**config.mk**
```make
export PLATFORM = sky130hd
export DESIGN_NAME = seq_det_scheduler
export DESIGN_NICKNAME = d
export VERILOG_FILES = /design/src/rtl/seq_det_pkg.sv /design/src/rtl/rr_arbiter.sv /design/src/rtl/seq_det_scheduler.sv
export SDC_FILE = /design/constraint.sdc
export NUM_CORES = 1
export LEC_CHECK = 0
export ABC_AREA = 1
export BUFFER_PORTS_ARGS = -buffer_cell sky130_fd_sc_hd__buf_2
export CAP_MARGIN = 40
export CORE_UTILIZATION = 40
export CTS_BUF_LIST = sky130_fd_sc_hd__clkbuf_2
export DETAILED_ROUTE_END_ITERATION = 12
export GPL_ROUTABILITY_DRIVEN = 0
export GPL_TIMING_DRIVEN = 0
export PLACE_DENSITY = 0.67
export SYNTH_ARGS = -nofsm -noshare
export SYNTH_HDL_FRONTEND = slang
export SYNTH_SLANG_ARGS = --single-unit
```
**constraint.sdc**
```tcl
create_clock -name clk -period 1.95 [get_ports clk]
set_input_delay 0.39 -clock clk [delete_from_list [all_inputs] [get_ports clk]]
set_output_delay 0.39 -clock clk [all_outputs]
set_load 0.005 [all_outputs]
```
**src/rtl/seq_det_pkg.sv**
```systemverilog
// seq_det_pkg: shared FSM state type and default frame length for the detector scheduler
package seq_det_pkg;
  typedef enum logic [1:0] {IDLE, CLR, STREAM, DONE} state_t;
  localparam int FRAME_LEN_DEF = 16;
endpackage

```
**src/rtl/rr_arbiter.sv**
```systemverilog
// rr_arbiter: combinational round-robin pick of the first request at or after the pointer
module rr_arbiter #(
  parameter int N_REQ = 4,
  parameter int ID_W = $clog2(N_REQ)
) (
  input  logic [N_REQ-1:0] i_req,
  input  logic [ID_W-1:0]  i_ptr,
  output logic [N_REQ-1:0] o_gnt,
  output logic [ID_W-1:0]  o_gnt_id
);
  logic [ID_W:0] w_idx;
  logic w_found;
  always_comb begin
    o_gnt = '0;
    o_gnt_id = '0;
    w_found = 1'b0;
    w_idx = '0;
    for (int k = 0; k < N_REQ; k++) begin
      w_idx = {1'b0, i_ptr} + (ID_W+1)'(k);
      w_idx = (w_idx >= (ID_W+1)'(N_REQ)) ? w_idx - (ID_W+1)'(N_REQ) : w_idx;
      if (!w_found && i_req[w_idx[ID_W-1:0]]) begin
        w_found = 1'b1;
        o_gnt_id = w_idx[ID_W-1:0];
        o_gnt[w_idx[ID_W-1:0]] = 1'b1;
      end
    end
  end
endmodule

```
**src/rtl/seq_det_scheduler.sv**
```systemverilog
// seq_det_scheduler: round-robin sharing of one external 101010 detector across serial requesters
module seq_det_scheduler import seq_det_pkg::*; #(
  parameter int N_REQ = 4,
  parameter int FRAME_LEN = FRAME_LEN_DEF,
  parameter int ID_W = $clog2(N_REQ),
  parameter int CNT_W = $clog2(FRAME_LEN+1)
) (
  input  logic             clk,
  input  logic             reset,
  input  logic [N_REQ-1:0] req,
  input  logic [N_REQ-1:0] bit_in,
  input  logic [N_REQ-1:0] bit_valid,
  output logic [N_REQ-1:0] bit_ready,
  output logic             det_x,
  output logic             det_rst,
  input  logic             det_z,
  output logic             busy,
  output logic             done,
  output logic [ID_W-1:0]  done_id,
  output logic [CNT_W-1:0] match_cnt,
  output logic             err
);
  state_t r_state, w_next;
  logic [N_REQ-1:0] r_gnt_oh, w_arb_oh;
  logic [ID_W-1:0] r_gnt_id, r_rr_ptr, w_arb_id;
  logic [CNT_W-1:0] r_bit_cnt, r_cnt;
  logic r_busy, r_done, r_err;
  logic w_stream, w_valid, w_last;

  rr_arbiter #(.N_REQ(N_REQ), .ID_W(ID_W)) u_arb (
    .i_req(req), .i_ptr(r_rr_ptr), .o_gnt(w_arb_oh), .o_gnt_id(w_arb_id)
  );

  assign w_stream = r_state == STREAM;
  assign w_valid = bit_valid[r_gnt_id];
  assign w_last = r_bit_cnt == CNT_W'(FRAME_LEN-1);

  // a missing valid bit aborts the frame: the detector cannot be stalled
  always_comb begin
    w_next = (r_state == IDLE)   ? (|req ? CLR : IDLE) :
             (r_state == CLR)    ? STREAM :
             (r_state == STREAM) ? ((!w_valid || w_last) ? DONE : STREAM) : IDLE;
  end

  always_ff @(posedge clk) begin
    if (reset) begin
      r_state <= IDLE;
      r_gnt_oh <= '0;
      r_gnt_id <= '0;
      r_rr_ptr <= '0;
      r_bit_cnt <= '0;
      r_cnt <= '0;
      r_busy <= 1'b0;
      r_done <= 1'b0;
      r_err <= 1'b0;
    end else begin
      r_state <= w_next;
      r_busy <= w_next != IDLE;
      r_done <= w_next == DONE;
      if (r_state == IDLE && |req) begin
        r_gnt_oh <= w_arb_oh;
        r_gnt_id <= w_arb_id;
      end
      if (r_state == CLR) begin
        r_bit_cnt <= '0;
        r_cnt <= '0;
        r_err <= 1'b0;
      end
      if (w_stream && w_valid) begin
        r_bit_cnt <= r_bit_cnt + 1'b1;
        r_cnt <= r_cnt + CNT_W'(det_z);
      end
      if (w_stream && !w_valid) r_err <= 1'b1;
      if (r_state == DONE) r_rr_ptr <= (r_gnt_id == ID_W'(N_REQ-1)) ? '0 : r_gnt_id + 1'b1;
    end
  end

  assign bit_ready = w_stream ? r_gnt_oh : '0;
  assign det_x = w_stream & w_valid & bit_in[r_gnt_id];
  assign det_rst = reset | (r_state == CLR);
  assign busy = r_busy;
  assign done = r_done;
  assign done_id = r_gnt_id;
  assign match_cnt = r_cnt;
  assign err = r_err;
endmodule

```
==> reports/summary.txt, run 1 <==
Syn Inst Count = 226
Vias per cell = 4.84
DP Area = 0.00175 mm²
Number of remaining DRC errors = 0
IO Port Bufs = 30
Final #Nets = 294
Die W = 64 µm
CORE AREA = 0.00366 mm²
Ranking of synthesized cells by area = dfxtp_1 30%, nand2_1 14%, ha_1 11%
Max FO, Critical Path = 7
ANT cells = 0
Pins over their slew limit = 0
Fillers = 396
Fmax = 546 MHz
Crit Path Class = reg2out
DR WL/cell = 10.4 µm
P per Cell Area = 844 mW/mm²
Ratio of cells with drive above 1 in the final layout = 0.242
Starting Density = 0.420
Drt first pass iters = 4
Synthesized Nets = 255
Depth of the CTS H-tree = 1
Root Buffer = clkbuf_2
Fin. Hold Viols = 0
Violation count after the first detailed-route iteration = 81
Final setup viols = 0
# rows = 22
Yosys cell types = 26
Total global-route track usage = 0.170
Largest net degree at the start of global routing = 13
Post-detail-place hpwl = 2450 µm
Max clock buf depth = 2
Global-route wire length before repair = 5550 µm
Crit path setup slack, layout = 0.118 ns
Synth warn = 0
Area fraction of the dominant cell type after synthesis = 0.299
Hold Crit Class = in2reg
Final instance area = 0.00184 mm²
Cell taking the most area after synthesis = dfxtp_1
Antenna Nets Post-Route = 0
Die H = 64 µm
CP required = 1.56 ns
Vias = 1510
Outcome = complete, no violations
Slowest cell on the critical path = dfxtp_4
Hold Buf Count CTS = 0
Clk sinks = 23
Worst-margin pin slew = 0.477 ns
Post-route non-filler standard cell count = 312
Cells on worst reg2reg path = 11
Leak = 0.940 nW
Placed Cells = 304
CP endpoint kind = output pin
# Max-Cap Violations = 0
Peak VDD IR = 0.429 mV
Post-synthesis register bit count = 23
Placement Setup Slack = -0.0905 ns
WHS Path Cells = 2
Number of global-route vias before repair = 1312
Synthesized area = 0.00154 mm²
Clock Pin Slew Worst Setup and Hold Paths = 0.21 ns
CP Cell Sequence = inv_4, nand2_1, nand3_1, nand2_2, nor2_4, inv_2, a21oi_1, buf_2
Clk_lat worst skew = 0.33 ns
P&R area growth vs syn = 19.9%
# IOs = 31
Num CTS Buffers = 3
Overall power = 1.56 mW
Syn Area/Cell = 6.80 µm²
Final core occ = 0.504
Crit-path max cell delay = 0.42 ns
Initial antenna violation count = 0
Final min period = 1.83 ns
Final period utilization = 0.939
Seq/Total Area, Yosys = 0.299
Setup crit start kind = flop
Routed WL = 3250 µm
Total die area = 0.00410 mm²
Slew headroom = 0.682
Clock Skew = 0.00740 ns
CTS tree = yes
Overflow after GRT = 0
Arrival @ worst endpoint = 1.44 ns
-- final cells by class --
class / instances / area [µm²] / share of cell area
multi-input cells: 168 / 973 / 0.528
flip-flops and latches: 23 / 477 / 0.258
repair buffers: 34 / 180 / 0.0977
inverters: 33 / 126 / 0.0685
well taps: 48 / 60.1 / 0.0326
clock buffers: 4 / 20.0 / 0.0109
plain buffers: 2 / 7.51 / 0.00407
-- routing by layer --
layer / vias to the layer above / wire length, µm / global-route usage
met2: 28 / 1480 / 0.277
li1: 798 / - / -
met5: - / 0 / 0
met1: 680 / 1640 / 0.228
met4: 0 / 29 / 0.0341
met3: 4 / 102 / 0.0393
-- where the power goes --
part	internal [mW]	switching [mW]	leakage (nW)	total [mW]
Sequential	0.560	0.0757	0.191	0.636
Clock	0.0542	0.143	0.0166	0.198
Combinational	0.284	0.438	0.732	0.722
-- flip-flops by register name (all words and copies together) (netlist names) --
name / cells
r_gnt_oh: 4
match_cnt: 5
done_id: 2
err: 1
done: 1
r_bit_cnt: 5
busy: 1
r_rr_ptr: 2
r_state: 2
-- through the flow --
stage	setup TNS (ns)	hold slack (ns)
after floorplan	0	0.439
after global placement	-0.151	0.452
after detailed placement	-0.298	0.468
after CTS	0	0.233
after global routing	-0.0110	0.227
final	0	0.250
-- path summary, 6_finish.rpt --
check,slack (ns),startpoint,to
hold reg to reg,0.49,r_bit_cnt[3],r_bit_cnt[3]
setup / recovery,0.12,done_id[0],det_x
hold / removal,0.25,reset,r_state[1]
setup reg to reg,0.18,r_rr_ptr[1],done_id[0]
-- critical path: cells and delay by family (launching register included) --
family | cells | cell delay, ns
compound gates | 1 | 0.10
buf+inv | 3 | 0.24
flops | 1 | 0.42
simple gates | 4 | 0.34
-- cells by family after synthesis --
logic type,synth area share
compound gates,0.126
xor+xnor,0.0171
fa+ha+maj,0.114
buf+inv,0.0854
flops,0.299
simple gates,0.358
-- timing repair --
action / in CTS / in global routing
pin swaps: 1 / 1
endpoints found under the setup margin: 7 / 7
cloned: 0 / 0
gates resized for setup: 5 / 10
setup buffers: 1 / 3
-- Yosys cell counts --
| library cell | instances |
|---|---|
| nand2_1 | 58 |
| inv_1 | 27 |
| dfxtp_1 | 23 |
| nand3_1 | 22 |
| nor2_1 | 19 |
| o21ai_0 | 15 |
| ha_1 | 14 |
| a21oi_1 | 13 |
| inv_2 | 6 |
| nand2_2 | 5 |
| nand2_4 | 3 |
| o21ai_1 | 3 |
| a21boi_1 | 2 |
| clkbuf_1 | 2 |
| nor2_4 | 2 |
| xnor2_1 | 2 |
| a22oi_1 | 1 |
| and2_1 | 1 |
| nand2_8 | 1 |
| nor2_8 | 1 |
| nor3_1 | 1 |
| nor4_1 | 1 |
| o211a_1 | 1 |
| o22ai_1 | 1 |
| or2_1 | 1 |
| xor2_1 | 1 |
-- placed cells by master (no fill, tap or decap) --
| cell | n |
|---|---|
| a21boi_1 | 2 |
| a21oi_1 | 13 |
| a22oi_1 | 1 |
| and2_1 | 1 |
| buf_2 | 30 |
| buf_4 | 4 |
| clkbuf_1 | 2 |
| clkbuf_2 | 4 |
| dfxtp_1 | 18 |
| dfxtp_2 | 1 |
| dfxtp_4 | 4 |
| ha_1 | 12 |
| ha_4 | 2 |
| inv_1 | 27 |
| inv_2 | 5 |
| inv_4 | 1 |
| nand2_1 | 57 |
| nand2_2 | 6 |
| nand2_4 | 3 |
| nand2_8 | 1 |
| nand3_1 | 22 |
| nor2_1 | 19 |
| nor2_4 | 2 |
| nor2_8 | 1 |
| nor3_1 | 1 |
| nor4_1 | 1 |
| o211a_1 | 1 |
| o21ai_0 | 15 |
| o21ai_1 | 3 |
| o22ai_1 | 1 |
| or2_1 | 1 |
| xnor2_1 | 2 |
| xor2_1 | 1 |
Power figures use the tool's default switching activity.
==> inputs of run 2 (changes only) <==
CTS_BUF_LIST = default   (was sky130_fd_sc_hd__clkbuf_2)
==> run 2 against run 1 <==
  * Design area down 0.61%
  * Routed wire length down 1.2%
  * Sequential power down 1%
  * Final cell count down 0.96%
==> reports/summary.txt, run 2 (same netlist as run 1, synthesis figures left out) <==
Outcome = complete, no violations
Pins over their slew limit = 0
WHS Path Cells = 2
Most frequent cells in the layout = 57 x nand2_1, 30 x buf_2, 27 x inv_1
Crit-path max cell delay = 0.41 ns
Final #Nets = 291
Drt first pass iters = 4
RR Endpoint = done_id[0]
Peak VDD IR = 0.507 mV
Leak = 0.928 nW
Worst-margin pin slew = 0.479 ns
Arrival @ worst endpoint = 1.96 ns
Num CTS Buffers = 3
Slowest cell on the critical path = dfxtp_2
Vias = 1511
Depth of the CTS H-tree = 1
Ratio of cells with drive above 1 in the final layout = 0.226
Final min period = 1.79 ns
Hold endpoint = r_state[1]
Clk sinks = 23
CORE AREA = 0.00366 mm²
Total global-route track usage = 0.169
# IOs = 31
Root Buffer = clkbuf_8
Clock Skew = 0.00203 ns
Largest net degree at the start of global routing = 13
Die W = 64 µm
Max FO, Critical Path = 6
Routed WL = 3210 µm
Total die area = 0.00410 mm²
Overflow after GRT = 0
Max clock buf depth = 2
Unrepaired setup endpoints after global routing = false
P per Cell Area = 884 mW/mm²
DR WL/cell = 10.4 µm
Fmax = 558 MHz
Fin. Hold Viols = 0
Crit Path Class = reg2reg
Clock Pin Slew Worst Setup and Hold Paths = 0.08 ns
Post-route non-filler standard cell count = 309
Violation count after the first detailed-route iteration = 63
Placed Cells = 304
Hold path startpoint = reset
Number of global-route vias before repair = 1311
Clk_lat worst skew = 0.26 ns
Slew headroom = 0.681
IO Port Bufs = 30
Vias per cell = 4.89
Global-route wire length before repair = 5560 µm
CP required = 2.11 ns
Initial antenna violation count = 0
Post-detail-place hpwl = 2450 µm
Starting Density = 0.420
R2r setup slk = 0.16 ns
Number of remaining DRC errors = 0
Hold Crit Class = in2reg
Final setup viols = 0
# rows = 22
CP endpoint kind = flop
Antenna Nets Post-Route = 0
FF-to-FF Start = r_rr_ptr[1]
CTS tree = yes
Final core occ = 0.501
Cells on worst reg2reg path = 11
Commonest non-fill, non-tap cell in the layout = nand2_1
ANT cells = 0
Final period utilization = 0.918
Die H = 64 µm
CP Cell Sequence = inv_1, ha_4, inv_1, nand3_1, nand2_2, nor2_8, nand2_4, nand3_1, nand3_1, nand2_1, inv_1
P&R area growth vs syn = 19.2%
# Max-Cap Violations = 0
Setup crit start kind = flop
[run 2: cell types whose count changed in the layout (fill, tap and decap cells not counted)]
cell / previous run / this run
inv_2: 5 / 6
inv_4: 1 / 0
buf_4: 4 / 1
clkbuf_8: 0 / 3
dfxtp_4: 4 / 0
dfxtp_2: 1 / 4
clkbuf_2: 4 / 0
dfxtp_1: 18 / 19
clkbuf_1: 2 / 3
[run 2: worst max-delay path by stage]
stage	to	from	slack (ns)	cells past startpoint
6_report	done_id[0]	r_rr_ptr[1]	0.16	11
5_1_grt	r_gnt_oh[2]	r_rr_ptr[1]	0.002	12
4_1_cts	det_x	done_id[0]	0.03	8
3_5_place_dp	done_id[0]	r_rr_ptr[0]	-0.09	11
3_3_place_gp	done_id[0]	r_rr_ptr[0]	-0.07	11
2_1_floorplan	done_id[0]	r_rr_ptr[1]	0.21	11
[run 2: metrics by stage]
stage / area [µm²] / setup slack, ns / hold WS (ns) / setup TNS (ns) / power [mW]
floorplan: 1540 / 0.206 / 0.439 / 0 / 1.11
global placement: 1750 / -0.0666 / 0.452 / -0.151 / 1.29
detailed placement: 1750 / -0.0905 / 0.468 / -0.298 / 1.30
CTS: 1810 / 0.0328 / 0.342 / 0 / 1.62
global route: 1830 / 0.00249 / 0.356 / 0 / 1.76
finish: 1830 / 0.159 / 0.343 / 0 / 1.62
[run 2: what timing repair did]
item	in CTS	in global routing
setup buffers	0	1
pin swaps	1	1
setup endpoints to repair	7	7
gates resized for setup	7	2
hold buffers	0	0
[run 2: final cells by class]
type	count	area, µm²
Buffer	2	7.51
Clock buffer	4	45.0
Fill cell	392	1830
Inverter	33	124
Multi-Input combinational cell	168	973
Sequential cell	23	465
Tap cell	48	60.1
Timing Repair Buffer	31	158
[run 2: power by group]
group	total (mW)	switching (mW)	leakage [nW]	internal, mW
clock network	0.294	0.148	0.0228	0.146
registers	0.629	0.0745	0.189	0.555
logic	0.698	0.432	0.716	0.265
total	1.62	0.655	0.928	0.966
[run 2: layer usage]
metal  GRT usage  vias up  part of all wire
met3      0.0339        4             0.031
met5           0        -                 0
li1            -      793                 -
met4      0.0341        0             0.011
met1       0.227      686              0.50
met2       0.279       28              0.46
[run 2: worst max-delay path, delay by kind of cell, from the launching register on]
kind          cells  cell delay (ns)
simple gates      7             0.64
buf+inv           3             0.29
flops             1             0.41
fa+ha+maj         1             0.35
==> inputs of run 3 (changes only) <==
CORE_UTILIZATION = 30   (was 40)
PLACE_DENSITY = 0.55   (was 0.67)
==> run 3 against run 2 <==
  * Global-route usage decreased by 2.4 points
  * Utilization decreased by 11 points
  * Largest cell class unchanged
  * Highest routed layer unchanged
  * Hold slack got worse by 0.012 ns
  * Power increased by 1.2%
  * Combinational power increased by 1%
==> reports/summary.txt, run 3 (same netlist as run 1, synthesis figures left out) <==
Outcome = complete, no violations
Levels on crit path = 11
Number of global-route vias before repair = 1342
Final min period = 1.82 ns
Crit-path max cell delay = 0.41 ns
Most frequent cells in the layout = 57 x nand2_1, 30 x buf_2, 26 x inv_1
Fin Setup TNS = 0 ns
Depth of the CTS H-tree = 1
Global-route wire length before repair = 6070 µm
# IOs = 31
Fin. Hold Viols = 0
Vias = 1482
Final setup viols = 0
Multi-input gate area = 963 µm²
Setup crit start kind = flop
Final period utilization = 0.933
R2r setup slk = 0.13 ns
Post-route non-filler standard cell count = 331
# rows = 25
Clock Pin Slew Worst Setup and Hold Paths = 0.08 ns
Most frequent CP cell = nand3_1
FF-to-FF Start = r_rr_ptr[1]
CTS tree = yes
CORE AREA = 0.00482 mm²
Max clock buf depth = 2
CP Cell Sequence = clkinvlp_4, ha_2, inv_1, nand3_1, nand2_2, nor2_8, nand2_4, nand3_1, nand3_1, nand2_1, inv_1
Pins over their slew limit = 0
Comb pwr share = 0.430
CP Buf/Inv Count = 3
Num CTS Buffers = 3
Ratio of cells with drive above 1 in the final layout = 0.239
Worst path top cell family by delay = simple AND/OR/NAND/NOR gates
Commonest non-fill, non-tap cell in the layout = nand2_1
CP required = 2.12 ns
Final core occ = 0.391
Largest net degree at the start of global routing = 13
Drt first pass iters = 4
Slew headroom = 0.674
Internal Pwr Total = 0.972 mW
Number of remaining DRC errors = 0
Crit path setup slack, layout = 0.131 ns
Overflow after GRT = 0
Placement Setup Slack = -0.102 ns
Initial antenna violation count = 0
Fmax = 550 MHz
Clk_lat worst skew = 0.26 ns
Leak = 0.941 nW
Max FO, Critical Path = 6
Critical Path Start = r_rr_ptr[1]
Slowest cell on the critical path = dfxtp_4
WHS Path Cells = 2
FF+latch area = 473 µm²
Arrival @ worst endpoint = 1.99 ns
RR Endpoint = done_id[0]
Clk sinks = 23
Peak VDD IR = 0.450 mV
P per Cell Area = 871 mW/mm²
Final #Nets = 294
Cells on worst reg2reg path = 11
DR WL/cell = 10.7 µm
Worst-margin pin slew = 0.489 ns
Vias per cell = 4.48
IO Port Bufs = 30
Hold Crit Class = in2reg
Root Buffer = clkbuf_8
Switching portion of total power = 0.408
Die W = 73.6 µm
Total global-route track usage = 0.145
Hold path startpoint = reset
Hold Buf Count CTS = 0
Violation count after the first detailed-route iteration = 84
Clk pwr share = 0.180
Crit Path Class = reg2reg
Fillers = 548
Die H = 73.6 µm
Placed Cells = 323
# Max-Cap Violations = 0
Antenna Nets Post-Route = 0
Seq pwr share = 0.389
ANT cells = 0
CP endpoint kind = flop
Hold endpoint = r_state[1]
Switch Pwr = 0.669 mW
Starting Density = 0.319
Post-detail-place hpwl = 2630 µm
P&R area growth vs syn = 22.5%
Total die area = 0.00542 mm²
Final hold slack = 0.331 ns
Clock Skew = 0.00548 ns
Routed WL = 3540 µm
## run 3: cell count changes in the layout (fill, tap and decap cells not counted)
cell	before	now
buf_4	1	4
inv_1	27	26
dfxtp_4	0	3
inv_2	6	5
ha_2	0	1
inv_4	0	1
clkinvlp_4	0	1
dfxtp_2	4	1
ha_4	2	1
## run 3: layout make-up
| type | count | area share |
|---|---|---|
| multi-input combinational | 168 | 0.512 |
| sequential | 23 | 0.251 |
| timing repair buffer | 34 | 0.0957 |
| inverter | 33 | 0.0691 |
| tap | 67 | 0.0445 |
| clock buffer | 4 | 0.0239 |
| buffer | 2 | 0.00399 |
## run 3: how the worst max path moves through the flow
stage | endpoint | slack, ns
floorplan | done_id[0] | 0.21
global placement | done_id[0] | -0.10
detailed placement | done_id[0] | -0.10
CTS | det_x | 0.02
global route | done_id[0] | -0.004
finish | done_id[0] | 0.13
## run 3: per-stage QoR
stage | area, µm² | power, mW
after floorplan | 1540 | 1.11
after CTS | 1840 | 1.63
final | 1880 | 1.64
after detailed placement | 1770 | 1.31
after global routing | 1880 | 1.79
after global placement | 1770 | 1.31
## run 3: timing repair
item | 4_1_cts | 5_1_grt
setup buffers | 0 | 4
setup endpoints to repair | 7 | 7
pin swaps | 1 | 1
gates resized for setup | 9 | 4
## run 3: power groups by stage
| stage | Sequential (mW) | Clock (mW) | Combinational, mW |
|---|---|---|---|
| final | 0.639 | 0.296 | 0.706 |
| after floorplan | 0.619 | 0 | 0.492 |
| after global placement | 0.639 | 0 | 0.670 |
| after CTS | 0.638 | 0.303 | 0.693 |
| after detailed placement | 0.636 | 0 | 0.674 |
| after global routing | 0.654 | 0.322 | 0.814 |
## run 3: routing by layer
layer / vias to the layer above / routed length [µm] / track usage
met2: 20 / 1600 / 0.240
met4: 0 / 25 / 0.0256
met1: 663 / 1800 / 0.193
met5: - / 0 / 0
li1: 797 / - / -
met3: 2 / 108 / 0.0357
